<file path="config.mk">
export PLATFORM = sky130hd
export DESIGN_NAME = regfile_write_queue
export DESIGN_NICKNAME = d
export VERILOG_FILES = /design/src/rtl/rv_pkg.sv /design/src/rtl/wq_lookup.sv /design/src/rtl/regfile_write_queue.sv
export SDC_FILE = /design/constraint.sdc
export NUM_CORES = 1
export LEC_CHECK = 0
export ABC_CLOCK_PERIOD_IN_PS = 7830
export CAP_MARGIN = 25
export CORE_ASPECT_RATIO = 1.1
export CORE_MARGIN = 2
export CORE_UTILIZATION = 45
export CTS_CLUSTER_DIAMETER = 50
export DETAILED_ROUTE_END_ITERATION = 6
export PLACE_DENSITY = 0.68
export SKIP_CTS_REPAIR_TIMING = 1
export SYNTH_ARGS = -nofsm -noshare
export SYNTH_HDL_FRONTEND = slang
export SYNTH_SLANG_ARGS = --single-unit
</file>
<file path="constraint.sdc">
create_clock -name clk -period 7.83 [get_ports clk]
set_input_delay 1.566 -clock clk [delete_from_list [all_inputs] [get_ports clk]]
set_output_delay 1.566 -clock clk [all_outputs]
set_load 0.02 [all_outputs]
</file>
<file path="src/rtl/rv_pkg.sv">
`default_nettype none
// ============================================================================
// Module      : rv_pkg
// Description : Shared register-file types and constants for the core.
// Revision    : 1.0 - initial release
// ============================================================================
package rv_pkg;

    localparam int XLEN     = 32;
    localparam int AW       = 5;
    localparam int NUM_REGS = 32;

    localparam logic [AW-1:0] X0 = '0;

    typedef struct packed {
        logic [AW-1:0]   rd;
        logic [XLEN-1:0] data;
    } wq_entry_t;

endpackage
`default_nettype wire

</file>
<file path="src/rtl/wq_lookup.sv">
`default_nettype none
// ============================================================================
// Module      : wq_lookup
// Description : Combinational newest-match search over the write queue.
// Revision    : 1.0 - initial release
// ============================================================================
module wq_lookup #(
    parameter int  DEPTH = 4,
    parameter int  XLEN  = 32,
    parameter int  AW    = 5,
    localparam int PW    = $clog2(DEPTH),
    localparam int CW    = $clog2(DEPTH + 1)
) (
    input  logic [DEPTH-1:0][AW-1:0]   rds,
    input  logic [DEPTH-1:0][XLEN-1:0] datas,
    input  logic [PW-1:0]              head,
    input  logic [CW-1:0]              count,
    input  logic [AW-1:0]              q_addr,
    output logic                       hit,
    output logic [XLEN-1:0]            fwd
);

    // Walk oldest to newest so the last match (nearest the tail) wins.
    always_comb begin
        logic [PW-1:0] idx;
        hit = 1'b0;
        fwd = '0;
        idx = '0;
        for (int i = 0; i < DEPTH; i++) begin
            idx = head + PW'(i);
            if ((CW'(i) < count) && (rds[idx] == q_addr) && (q_addr != '0)) begin
                hit = 1'b1;
                fwd = datas[idx];
            end
        end
    end

endmodule
`default_nettype wire

</file>
<file path="src/rtl/regfile_write_queue.sv">
`default_nettype none
// ============================================================================
// Module      : regfile_write_queue
// Description : In-order write buffer for the register file write port,
//               with forwarding lookup for the two decode read ports.
// Revision    : 1.0 - initial release
// ============================================================================
module regfile_write_queue #(
    parameter int  DEPTH = 4,
    parameter int  XLEN  = rv_pkg::XLEN,
    parameter int  AW    = rv_pkg::AW,
    localparam int PW    = $clog2(DEPTH),
    localparam int CW    = $clog2(DEPTH + 1)
) (
    input  logic            clk,
    input  logic            rst,
    input  logic            ld_valid,
    input  logic [AW-1:0]   ld_rd,
    input  logic [XLEN-1:0] ld_data,
    output logic            ld_ready,
    input  logic            alu_valid,
    input  logic [AW-1:0]   alu_rd,
    input  logic [XLEN-1:0] alu_data,
    output logic            alu_ready,
    input  logic            wr_hold,
    output logic            write_en,
    output logic [AW-1:0]   a3,
    output logic [XLEN-1:0] write_data,
    input  logic [AW-1:0]   q_a1,
    input  logic [AW-1:0]   q_a2,
    output logic            hit1,
    output logic            hit2,
    output logic [XLEN-1:0] fwd1,
    output logic [XLEN-1:0] fwd2,
    output logic            full,
    output logic            empty
);

    import rv_pkg::*;

    wq_entry_t            r_mem [DEPTH];
    logic [PW-1:0]        r_head;
    logic [PW-1:0]        r_tail;
    logic [CW-1:0]        r_count;

    logic                 w_drain;
    logic                 w_space;
    logic                 w_ld_fire;
    logic                 w_alu_fire;
    logic                 w_enq;
    wq_entry_t            w_in;

    logic [DEPTH-1:0][AW-1:0]   w_rds;
    logic [DEPTH-1:0][XLEN-1:0] w_datas;

    assign empty     = (r_count == '0);
    assign full      = (r_count == CW'(DEPTH));
    assign w_drain   = !empty && !wr_hold;
    assign w_space   = !full || w_drain;
    assign ld_ready  = w_space;
    assign alu_ready = w_space && !ld_valid;

    assign w_ld_fire  = ld_valid && ld_ready;
    assign w_alu_fire = alu_valid && alu_ready;
    assign w_in.rd    = w_ld_fire ? ld_rd   : alu_rd;
    assign w_in.data  = w_ld_fire ? ld_data : alu_data;
    // Writes to x0 complete the handshake but are dropped here.
    assign w_enq      = (w_ld_fire || w_alu_fire) && (w_in.rd != X0);

    assign write_en   = w_drain;
    assign a3         = empty ? '0 : r_mem[r_head].rd;
    assign write_data = empty ? '0 : r_mem[r_head].data;

    always_ff @(posedge clk) begin
        if (w_enq) begin
            r_mem[r_tail] <= w_in;
        end
    end

    always_ff @(posedge clk or posedge rst) begin
        if (rst) begin
            r_head  <= '0;
            r_tail  <= '0;
            r_count <= '0;
        end else begin
            if (w_enq) begin
                r_tail <= r_tail + PW'(1);
            end
            if (w_drain) begin
                r_head <= r_head + PW'(1);
            end
            case ({w_enq, w_drain})
                2'b10:   r_count <= r_count + CW'(1);
                2'b01:   r_count <= r_count - CW'(1);
                default: r_count <= r_count;
            endcase
        end
    end

    for (genvar g = 0; g < DEPTH; g++) begin : g_flat
        assign w_rds[g]   = r_mem[g].rd;
        assign w_datas[g] = r_mem[g].data;
    end

    wq_lookup #(.DEPTH(DEPTH), .XLEN(XLEN), .AW(AW)) u_lookup1 (
        .rds    (w_rds),
        .datas  (w_datas),
        .head   (r_head),
        .count  (r_count),
        .q_addr (q_a1),
        .hit    (hit1),
        .fwd    (fwd1)
    );

    wq_lookup #(.DEPTH(DEPTH), .XLEN(XLEN), .AW(AW)) u_lookup2 (
        .rds    (w_rds),
        .datas  (w_datas),
        .head   (r_head),
        .count  (r_count),
        .q_addr (q_a2),
        .hit    (hit2),
        .fwd    (fwd2)
    );

endmodule
`default_nettype wire

</file>
==> results.cfg <==
[floorplanning]
die_w_um = 168
die_h_um = 185
dieArea_um2 = 31100
fp-row-count = 66
ios = 197
coreArea_um2 = 29400
start_util_pct = 45.4

[detailed_routing]
route.vias.total = 12700
remaining_drc_errors = 1
vias_per_cell = 6.47
finalWirelength_mm = 43.3
initialDrtViolationCount = 1891
dr.pass1.iters = 7
avgRoutedWirePerCell_um = 22.0
postRouteAntennaNets = 0

[timing]
clock_skew_ns = 0.0122
slew_headroom_pct = 27.2
slew_violations = 0
timing.fmax_ghz = 0.144
period_minus_slack_ns = 6.96
finalSetupViolCount = 0
holdWs_ns = 0.551
worst_pin_slew_ns = 1.09
rsz0062_at_grt = no
hold_viol_final = 0
layout_worst_path_cycle_share_pct = 89.0
fin_setup_tns_ns = 0

[synth]
avgSynthCellArea_um2 = 8.96
ys.warnings.count = 0
synth_most_common_cell = nor2_1
synthCells = 1490
yosysTopAreaCell = edfxtp_1
async_reset_ff_share_pct = 4.52
yosysSeqAreaShare_pct = 34.6
synth_top_area_share_pct = 33.3
ys.flop_type = edfxtp_1
netlist_area_um2 = 13300
synth_edf_count = 148
ys_top_cells_by_count = 247 x nor2_1, 175 x o21ai_0, 148 x edfxtp_1
yosys_register_bits = 155
ys_types = 55
netlist_top_cells_area = edfxtp_1 33%, mux2i_1 10%, nor2_1 6.9%
synth_nets = 1588

[setup_path]
cp-startpoint = q_a1[1]
crit_end = fwd1[15]
r2r-start = r_count[0]
reg2reg_depth = 11
crit_path_end_kind = output pin
crit_path_start_kind = input port
path_max_fanout = 19
worstPathArrival_ns = 5.40
critical_path_class = input port to output pin
crit_required_ns = 6.26
r2r_setup_slack_ns = 4.09
reg2reg_to = r_mem[1][16]

[clocking]
cts_buffers = 17
clock_latency_ns = 0.45
clk_pin_slew_ns = 0.06
cts.sink_count = 155
clockRootBuffer = clkbuf_16
cts_buffer_depth = 2
cts_htree_levels = 4
cts_tree = done

[placed_design]
post-place-cells = 1936
io_buffers = 196
gp_congestion = 0.940
dpl.hpwl_mm = 26.8

[pwr]
p_per_area_nw_per_um2 = 443
p_total_mw = 7.12
leakagePower_nw = 5.48
switchingPower_mw = 3.51
internal_power_mw = 3.61
p_seq_share_pct = 20.6
vdd.ir_drop.worst_mv = 0.363
p_sw_share_pct = 49.3
share_comb_of_total_power_pct = 67.3
p_clk_share_pct = 12.1

[global_route]
grt_pass1_vias = 12100
grt_remaining_overflow = 0
grt_pass1_wl_mm = 66.3
grt_max_degree = 159
grt_use_met2_pct = 44.9
track_usage_pct = 27.4
antenna_found_initial = 0
grtUsageMet1_pct = 35.5
top_usage_layer = met2
use_met3_pct = 4.14

[finish]
num-fill-cells = 2637
drive_gt1_share_pct = 11.4
nets = 1679
area_growth_pct = 20.4
fin_cells = 1968
antennaDiodeCount = 0

[outcome]
violations = DRC
status = finished, violations left

[min_path]
hold_path.class = flop to flop
hold_depth = 1

[run]
max-cap-violations = 0
-- worst min-delay path by stage --
| stage | from | slack (ns) | endpoint |
|---|---|---|---|
| floorplan | r_tail[0] | 0.50 | r_tail[0] |
| global placement | r_tail[0] | 0.53 | r_tail[0] |
| global route | r_tail[0] | 0.59 | r_tail[0] |
| finish | r_tail[0] | 0.55 | r_tail[0] |
| CTS | r_tail[0] | 0.55 | r_tail[0] |
| detailed placement | r_tail[0] | 0.54 | r_tail[0] |
-- kinds of logic (layout without fill, tap and decap cells) --
kind of cell	Yosys count	after routing	share of synthesized area [%]
AO/OA/AOI/OAI	492	492	24.0
AND/OR/NAND/NOR	392	392	12.5
multiplexers	231	231	19.8
buffers and inverters	165	269	5.21
flip-flops	155	155	34.6
XOR/XNOR	46	46	3.02
adder cells (fa/ha/maj)	9	9	0.844
-- metrics by stage --
stage          area [um2]  worst slack, ns  util, %
6_report            16100            0.865     54.7
5_1_grt             16100            0.740     54.7
4_1_cts             16100            0.913     54.7
3_5_place_dp        15500            0.926     52.6
3_3_place_gp        15500            0.990     52.6
2_1_floorplan       13300             2.48        -
-- critical path, stage by stage --
cell	delay, ns
clkdlybuf4s50_1	0.53
or4_1	0.62
o22ai_1	0.18
or2_2	0.41
nor2_4	0.20
o211ai_4	0.66
buf_4	0.36
a21oi_1	0.07
a21o_1	0.24
clkdlybuf4s50_1	0.54
-- per-layer routing --
layer / share of wire, % / wire length (um)
met5: 0 / 0
met2: 47 / 20300
met1: 41 / 17800
met3: 7.9 / 3430
met4: 4.0 / 1720
-- layout by cell type, fill, tap and decap left out, types with 4 or more instances in the layout --
cell,n
o22ai_1,28
clkdlybuf4s50_1,196
o221ai_1,6
nand3_1,4
or3_1,15
nand2_1,55
nor2_1,241
nor2b_1,4
o22a_1,8
mux2_2,76
edfxtp_1,148
mux4_2,19
nand2_2,5
clkbuf_16,17
and2_1,4
xnor2_1,37
nor2_4,7
o31ai_1,88
o21bai_1,6
a21oi_1,33
a2bb2oi_1,14
o2bb2ai_1,19
o21a_1,23
xor2_1,9
dfrtp_1,5
inv_6,4
mux2i_1,136
nor3_1,32
inv_1,12
a211oi_1,29
o21ai_1,5
a21o_1,22
nand4_1,7
buf_4,25
o211ai_1,23
ha_1,9
o21ai_0,175
clkinvlp_4,4
-- cell type report --
cell class              count  area (um2)  share of cell area, %
inverters                  14        57.6                  0.358
multi-input cells        1170        8130                   50.6
clock inverters            12         164                   1.02
repair buffers            223        2190                   13.6
well taps                 374         468                   2.91
clock buffers              20         437                   2.72
flip-flops and latches    155        4630                   28.8
-- power by group through the flow --
stage          clock (mW)  sequential (mW)  combinational [mW]
2_1_floorplan           0             1.36                3.24
3_3_place_gp            0             1.46                4.66
3_5_place_dp            0             1.47                4.72
4_1_cts             0.872             1.46                4.74
5_1_grt             0.905             1.50                5.14
6_report            0.865             1.46                4.79
-- sequential cells by signal (all words and copies together), names as in the netlist --
signal,count
r_tail,2
r_head,2
r_mem,148
r_count,3
No activity file was read; power rests on OpenSTA's default activity.
